### src/rtl/aes_share_streamer.sv
// Host-side share streamer for a byte-serial two-share masked AES core.
// Loads 128-bit shares, streams re-masked byte pairs, collects 16-bit ciphertext words.
module aes_share_streamer #(
  parameter int TIMEOUT = 1024
) (
  input  logic         clk,
  input  logic         rstn,
  input  logic         start,
  input  logic [127:0] pt0,
  input  logic [127:0] pt1,
  input  logic [127:0] k0,
  input  logic [127:0] k1,
  input  logic [7:0]   random,
  output logic         ready,
  output logic [127:0] ct0,
  output logic [127:0] ct1,
  output logic         ct_valid,
  output logic         err,
  output logic [7:0]   core_plain0,
  output logic [7:0]   core_plain1,
  output logic [7:0]   core_key0,
  output logic [7:0]   core_key1,
  output logic         core_pk_valid,
  input  logic [15:0]  core_cipher0,
  input  logic [15:0]  core_cipher1,
  input  logic         core_done,
  input  logic         core_busy
);

  localparam int TW = $clog2(TIMEOUT + 1);
  localparam logic [TW-1:0] TO_LAST = TW'(TIMEOUT - 1);

  typedef enum logic [2:0] {IDLE, LOAD, WAIT, COLLECT, RESULT} state_t;

  state_t         state, state_nx;
  logic [127:0]   sh_pt0, sh_pt1, sh_k0, sh_k1;
  logic [127:0]   col0, col1;
  logic [3:0]     byte_cnt;
  logic [2:0]     word_cnt;
  logic [TW-1:0]  to_cnt;
  logic           waiting, cap, tout;

  assign waiting = (state == WAIT) || (state == COLLECT);
  assign cap     = waiting && core_done;
  // A word arriving on the last allowed cycle still counts; abort only when idle-waiting.
  assign tout    = waiting && !core_done && (to_cnt == TO_LAST);

  always_comb begin
    state_nx = state;
    unique case (state)
      IDLE:    if (start && !core_busy) state_nx = LOAD;
      LOAD:    if (byte_cnt == 4'd15) state_nx = WAIT;
      WAIT:    if (core_done) state_nx = COLLECT;
               else if (tout) state_nx = IDLE;
      COLLECT: if (core_done && word_cnt == 3'd7) state_nx = RESULT;
               else if (tout) state_nx = IDLE;
      RESULT:  state_nx = IDLE;
      default: state_nx = IDLE;
    endcase
  end

  always_ff @(posedge clk or negedge rstn) begin
    if (!rstn) begin
      state         <= IDLE;
      ready         <= 1'b1;
      ct0           <= '0;
      ct1           <= '0;
      ct_valid      <= 1'b0;
      err           <= 1'b0;
      core_plain0   <= '0;
      core_plain1   <= '0;
      core_key0     <= '0;
      core_key1     <= '0;
      core_pk_valid <= 1'b0;
      sh_pt0        <= '0;
      sh_pt1        <= '0;
      sh_k0         <= '0;
      sh_k1         <= '0;
      col0          <= '0;
      col1          <= '0;
      byte_cnt      <= '0;
      word_cnt      <= '0;
      to_cnt        <= '0;
    end else begin
      state    <= state_nx;
      // Outputs trail the state by one edge; ready also rises with the RESULT pulse.
      ready    <= (state == IDLE) || (state_nx == IDLE);
      ct_valid <= (state == RESULT);
      err      <= tout;

      if (state == IDLE && state_nx == LOAD) begin
        sh_pt0   <= pt0;
        sh_pt1   <= pt1;
        sh_k0    <= k0;
        sh_k1    <= k1;
        byte_cnt <= '0;
        word_cnt <= '0;
      end

      if (state == LOAD) begin
        // Same fresh byte on every share keeps each unmasked value intact.
        core_plain0   <= sh_pt0[127:120] ^ random;
        core_plain1   <= sh_pt1[127:120] ^ random;
        core_key0     <= sh_k0[127:120] ^ random;
        core_key1     <= sh_k1[127:120] ^ random;
        core_pk_valid <= 1'b1;
        sh_pt0        <= {sh_pt0[119:0], 8'h00};
        sh_pt1        <= {sh_pt1[119:0], 8'h00};
        sh_k0         <= {sh_k0[119:0], 8'h00};
        sh_k1         <= {sh_k1[119:0], 8'h00};
        byte_cnt      <= byte_cnt + 4'd1;
      end else begin
        core_plain0   <= '0;
        core_plain1   <= '0;
        core_key0     <= '0;
        core_key1     <= '0;
        core_pk_valid <= 1'b0;
      end

      if (state == LOAD || cap)
        to_cnt <= '0;
      else if (waiting)
        to_cnt <= to_cnt + 1'b1;

      if (cap) begin
        col0     <= {col0[111:0], core_cipher0};
        col1     <= {col1[111:0], core_cipher1};
        word_cnt <= word_cnt + 3'd1;
      end

      if (state == RESULT) begin
        ct0 <= col0;
        ct1 <= col1;
      end
    end
  end

endmodule

### config.mk
export PLATFORM = sky130hd
export DESIGN_NAME = aes_share_streamer
export DESIGN_NICKNAME = d
export VERILOG_FILES = /design/src/rtl/aes_share_streamer.sv
export SDC_FILE = /design/constraint.sdc
export NUM_CORES = 2
export LEC_CHECK = 0
export BUFFER_PORTS_ARGS = -buffer_cell sky130_fd_sc_hd__buf_2
export CORE_AREA = 2 2 335 337
export DETAILED_ROUTE_END_ITERATION = 10
export DIE_AREA = 0 0 337 339
export GPL_TIMING_DRIVEN = 0
export SYNTH_ARGS = -nofsm -noshare
export SYNTH_HDL_FRONTEND = slang
export SYNTH_SLANG_ARGS = --single-unit
### constraint.sdc
create_clock -name clk -period 1.9 [get_ports clk]
set_input_delay 0.19 -clock clk [delete_from_list [all_inputs] [get_ports clk]]
set_output_delay 0.19 -clock clk [all_outputs]
set_load 0.005 [all_outputs]
=== Word level (Yosys, flattened, before mapping) ===
Index checks and enable logic that the tools add are counted.

* Flip-flop bits (word level): 1081
* Latch bits: 0
* RAM bits: 0
* Bits in read-only memories: 0
* Input port bits: 557
* Output and inout bits: 292
* Word-level logic and storage cells: 76
* Memories: 0

* Add/sub/neg operators: 3
* $mul: 0
* Div/mod/pow operators: 0
* Magnitude comparators: 0
* Equality and inequality tests: 8
* Shift operators: 0
* Muxes and demuxes: 25
* Bitwise gates (word level): 4
* Reduce and logical (&&, ||, !) cells: 16

{| class="wikitable"
|+ Operators with widths
! kind !! number
|-
| two-way mux 128 bit || 8
|-
| two-way mux 8 bit || 4
|-
| XOR 8 bit || 4
|-
| two-way mux 11 bit || 2
|-
| two-way mux 3 bit || 7
|-
| one-hot mux 3 bit (4 select lines) || 1
|-
| adder 11 x 1 -> 11 bit, second input constant || 1
|-
| == test 11 x 10 -> 1 bit, second input constant || 1
|-
| two-way mux 4 bit || 2
|-
| == test 3 x 1 -> 1 bit, second input constant || 2
|-
| == test 3 x 2 -> 1 bit, second input constant || 2
|-
| == test 3 bit, second input constant || 2
|-
| logical AND 1 bit || 6
|-
| logical NOT 3 bit || 2
|-
| nonzero test 2 bit || 3
|-
| adder 4 x 1 -> 4 bit, second input constant || 1
|-
| == test 4 bit, second input constant || 1
|-
| adder 3 x 1 -> 3 bit, second input constant || 1
|-
| logical OR 1 bit || 3
|-
| logical NOT 1 bit || 2
|-
| two-way mux 1 bit || 1
|}

=== Depth between registers and ports, before layout ===
* Word-level depth: 11
* Gate-level depth with buffers: 8
* Gate-level depth less buffers: 5

=== Worst setup path before layout ===
OpenSTA, ideal clock, no wires.

* Kind: flip-flop to flip-flop
* Start: register state[1]
* End: register ct0[62]
* Setup time: 0.125 ns
* Arrival: 1.536 ns
* Data required time: 1.775 ns
* Setup slack: 0.239 ns
* Stages on the path, launching flop included: 8
* Buffers on the path: 4
* Period minus slack after synthesis: 1.661 ns
* Cells stage by stage: dfrtp_1 > buf_6 > nor2_4 > and2_1 > buf_2 > buf_4 > buf_2 > mux2_2

* Cells in the longest elaborated chain, start to end: 1

{| class="wikitable"
|+ Ends and longest elaborated chain
! element !! line !! text
|-
| from (decl) || 35 || <nowiki>state_t state, state_nx;</nowiki>
|-
| from (signal assigned) || 85 || <nowiki>state <= state_nx;</nowiki>
|-
| == test 3 bit || 131 || <nowiki>if (state == RESULT) begin</nowiki>
|-
| to (signal assigned) || 132 || <nowiki>ct0 <= col0;</nowiki>
|-
| to (decl) || 15 || <nowiki>output logic [127:0] ct0,</nowiki>
|}

Every way passes these cells.
A chain may end at the register's enable or synchronous reset.

=== Final worst setup path ===
* Start: register state[1]
* End: register core_plain1[1]

* Cells in the longest elaborated chain, start to end: 2

{| class="wikitable"
|+ Ends and longest elaborated chain
! element !! line !! text
|-
| == test 3 x 1 -> 1 bit || 100 || <nowiki>if (state == LOAD) begin</nowiki>
|-
| two-way mux 8 bit || 100 ||
|-
| to (signal assigned) || 103 || <nowiki>core_plain1 <= sh_pt1[127:120] ^ random;</nowiki>
|-
| to (decl) || 20 || <nowiki>output logic [7:0] core_plain1,</nowiki>
|}

Every way passes these cells.

==> out/results.ini <==
[outcome]
outcome = complete, but fails checks
violations = negative hold slack

[clock_network]
cts_max_level = 3
clock_latency_ps = 730
cts_tree = done
clock_sink_count = 1081
clockBufferDepth = 3
cts_buffers = 113
cts-root-buf = clkbuf_16
path_clk_slew_ps = 60

[critical_path]
end_kind = register
worstRegToRegCells = 6
critPathMaxFanout = 10
cpMaxStageDelayCell = or3b_1
cpPeakStageDelay_ps = 380
r2r_end = core_plain1[1]
r2r-start = state[1]
r2r_setup_slack_ps = 30
crit_type = register to register
cp_data_arrival_time_ps = 2460
crit_path_start_kind = register
cp.required_ps = 2500
crit_chain = buf_6 -> or3b_1 -> buf_6 -> buf_2 -> buf_2 -> nor2_4

[floorplan]
fp.dieArea_sq_mm = 0.114
die_y_um = 339
die_x_um = 337
core_sq_mm = 0.110
start_util_pct = 42.2
ioPinCount = 849
num_rows = 122

[sta]
relSlewSlack_pct = 36.9
skew_ps = 53.4
timing.final.crit_share_pct = 98.2
max_slew.worst_pin.slew_ps = 946
slew_violations = 0
rsz0062_at_grt = yes
finalHoldViolCount = 191
period_minus_slack_ps = 1870
setup_viol = 0
timing.hold.ws_ps = -610
max_freq_ghz = 0.536

[place]
io_buffers = 840
gp_congestion = 0.926
place_hpwl_um = 118000

[global_routing]
grt.met3_usage_pct = 5.94
globalRouteMet1Util_pct = 36.7
antenna_found_initial = 48
grt_pass1_wl_um = 245000
top_usage_layer = met2
grt_max_degree = 166
grt-ovfl-total = 0
track_usage_pct = 28.0
grt_pass1_vias = 40300
use_met2_pct = 44.3

[yosys]
ys_ff_latch = 1081
syn_inst = 4176
yosysSeqAreaShare_pct = 58.0
synth_warnings = 0
yosysTopAreaCell = dfrtp_1
synth_cell_types = 42
synthesis.nets = 4737
avgSynthCellArea_sq_um = 11.2
async_flop_share_pct = 100
synth_edf_count = 0
synth_area_leaders = dfrtp_1, mux2_2, nand2_1
synth_top_cell_area_share_pct = 58.0
synth_flop_cell = dfrtp_1
syn_area_sq_mm = 0.0466

[final_layout]
nNetsFinal = 6256
layout-drive-gt1-share_pct = 32.4
area_delta_synth_final_pct = 36.0
layout_common_cells = dfrtp_1, nand2_1, buf_2
final_common_cell = dfrtp_1
post-route-util_pct = 57.4

[power]
irDropWorstVdd_mv = 0.922
p_leak_nw = 29.0
power_mw = 91.3
power_density_mw_per_mm2 = 1440

[drt]
drt_iter0_drc = 2815
wire_per_inst_um = 22.2
postRouteAntennaNets = 0
vias_per_cell = 5.38
num_vias = 39400
totalWireLength_um = 162000
drtPass1Iterations = 6
drc = 0

[min_path]
min_path_type = input port to async pin

[job]
drv_cap = 0

per-stage QoR:
stage,setup TNS (ps),std cells,hold slack [ps],setup WS (ps),instance area (sq um)
global route,-187,7318,-575,-46.3,63400
global placement,-,6504,424,-23640,52700
CTS,-461,7271,-601,-36.7,62900
floorplan,0,4176,-106,239,46600
finish,0,7325,-610,34.3,63400
detailed placement,-420530,6511,179,-733,52900
critical path: cells and delay by family (launching register included):
family                 cells  cell delay, ps
buffers and inverters      4             760
AND/OR/NAND/NOR            2             640
flip-flops                 1             370
power by group:
part / total, mW / switching (mW) / internal, mW
Clock: 23.9 / 9.83 / 14.0
Sequential: 37.7 / 5.66 / 32.0
Combinational: 29.7 / 16.2 / 13.5
layout make-up:
| cell class | instances | area, sq um |
|---|---|---|
| sequential | 1081 | 27100 |
| tap | 1488 | 1860 |
| fill | 9358 | 47000 |
| inverter | 40 | 163 |
| clock buffer | 164 | 3340 |
| antenna | 47 | 118 |
| multi-input combinational | 2655 | 17500 |
| buffer | 397 | 2630 |
| timing repair buffer | 1407 | 10000 |
| clock inverter | 46 | 729 |
worst max path at each step:
stage / start / end / slack, ps / cells past startpoint
after detailed placement: rstn / col0[6] / -730 / 4
after global routing: state[0] / sh_k1[83] / -50 / 7
after CTS: state[1] / sh_pt0[89] / -40 / 7
final: state[1] / core_plain1[1] / 30 / 6
after global placement: rstn / ct0[7] / -23640 / 1
after floorplan: state[1] / ct0[62] / 240 / 7
layer usage:
metal	vias up	share of wire [%]
met1	19500	42
met2	1468	47
met3	423	6.6
li1	18000	-
met4	14	4.9
met5	-	0.057
state kept, by name, summed over array words and instances, names as in the netlist, 8 cells and up:
signal	flops
col0	128
col1	128
core_key0	8
core_key1	8
core_plain0	8
core_plain1	8
ct0	128
ct1	128
sh_k0	128
sh_k1	128
sh_pt0	128
sh_pt1	128
to_cnt	11
kinds of logic after synthesis:
group	count (synthesis)	share of synthesized area, %
fa+ha+maj	4	0.107
xor+xnor	33	0.620
mux	548	13.1
compound gates	517	8.25
flops	1081	58.0
buf+inv	440	4.56
simple gates	1553	15.3
Yosys cell counts (7+ instances only):
| cell type | number |
|---|---|
| xnor2_1 | 33 |
| o211ai_1 | 480 |
| buf_1 | 12 |
| nand3_1 | 7 |
| mux2i_1 | 36 |
| o21ai_0 | 9 |
| buf_2 | 127 |
| buf_4 | 73 |
| inv_1 | 39 |
| nand2_1 | 1003 |
| a21oi_1 | 8 |
| dfrtp_1 | 1080 |
| mux2_2 | 512 |
| nor2_1 | 38 |
| nand4_1 | 481 |
| clkbuf_1 | 183 |
what timing repair did:
action,in CTS,in global routing
gates resized for setup,209,124
setup buffers,4,6
pin swaps,2,2
gates cloned,0,2
setup endpoints to repair,1013,804
hold buffers,547,1
endpoints found under the hold margin,810,97
No activity file was read; power rests on OpenSTA's default activity.
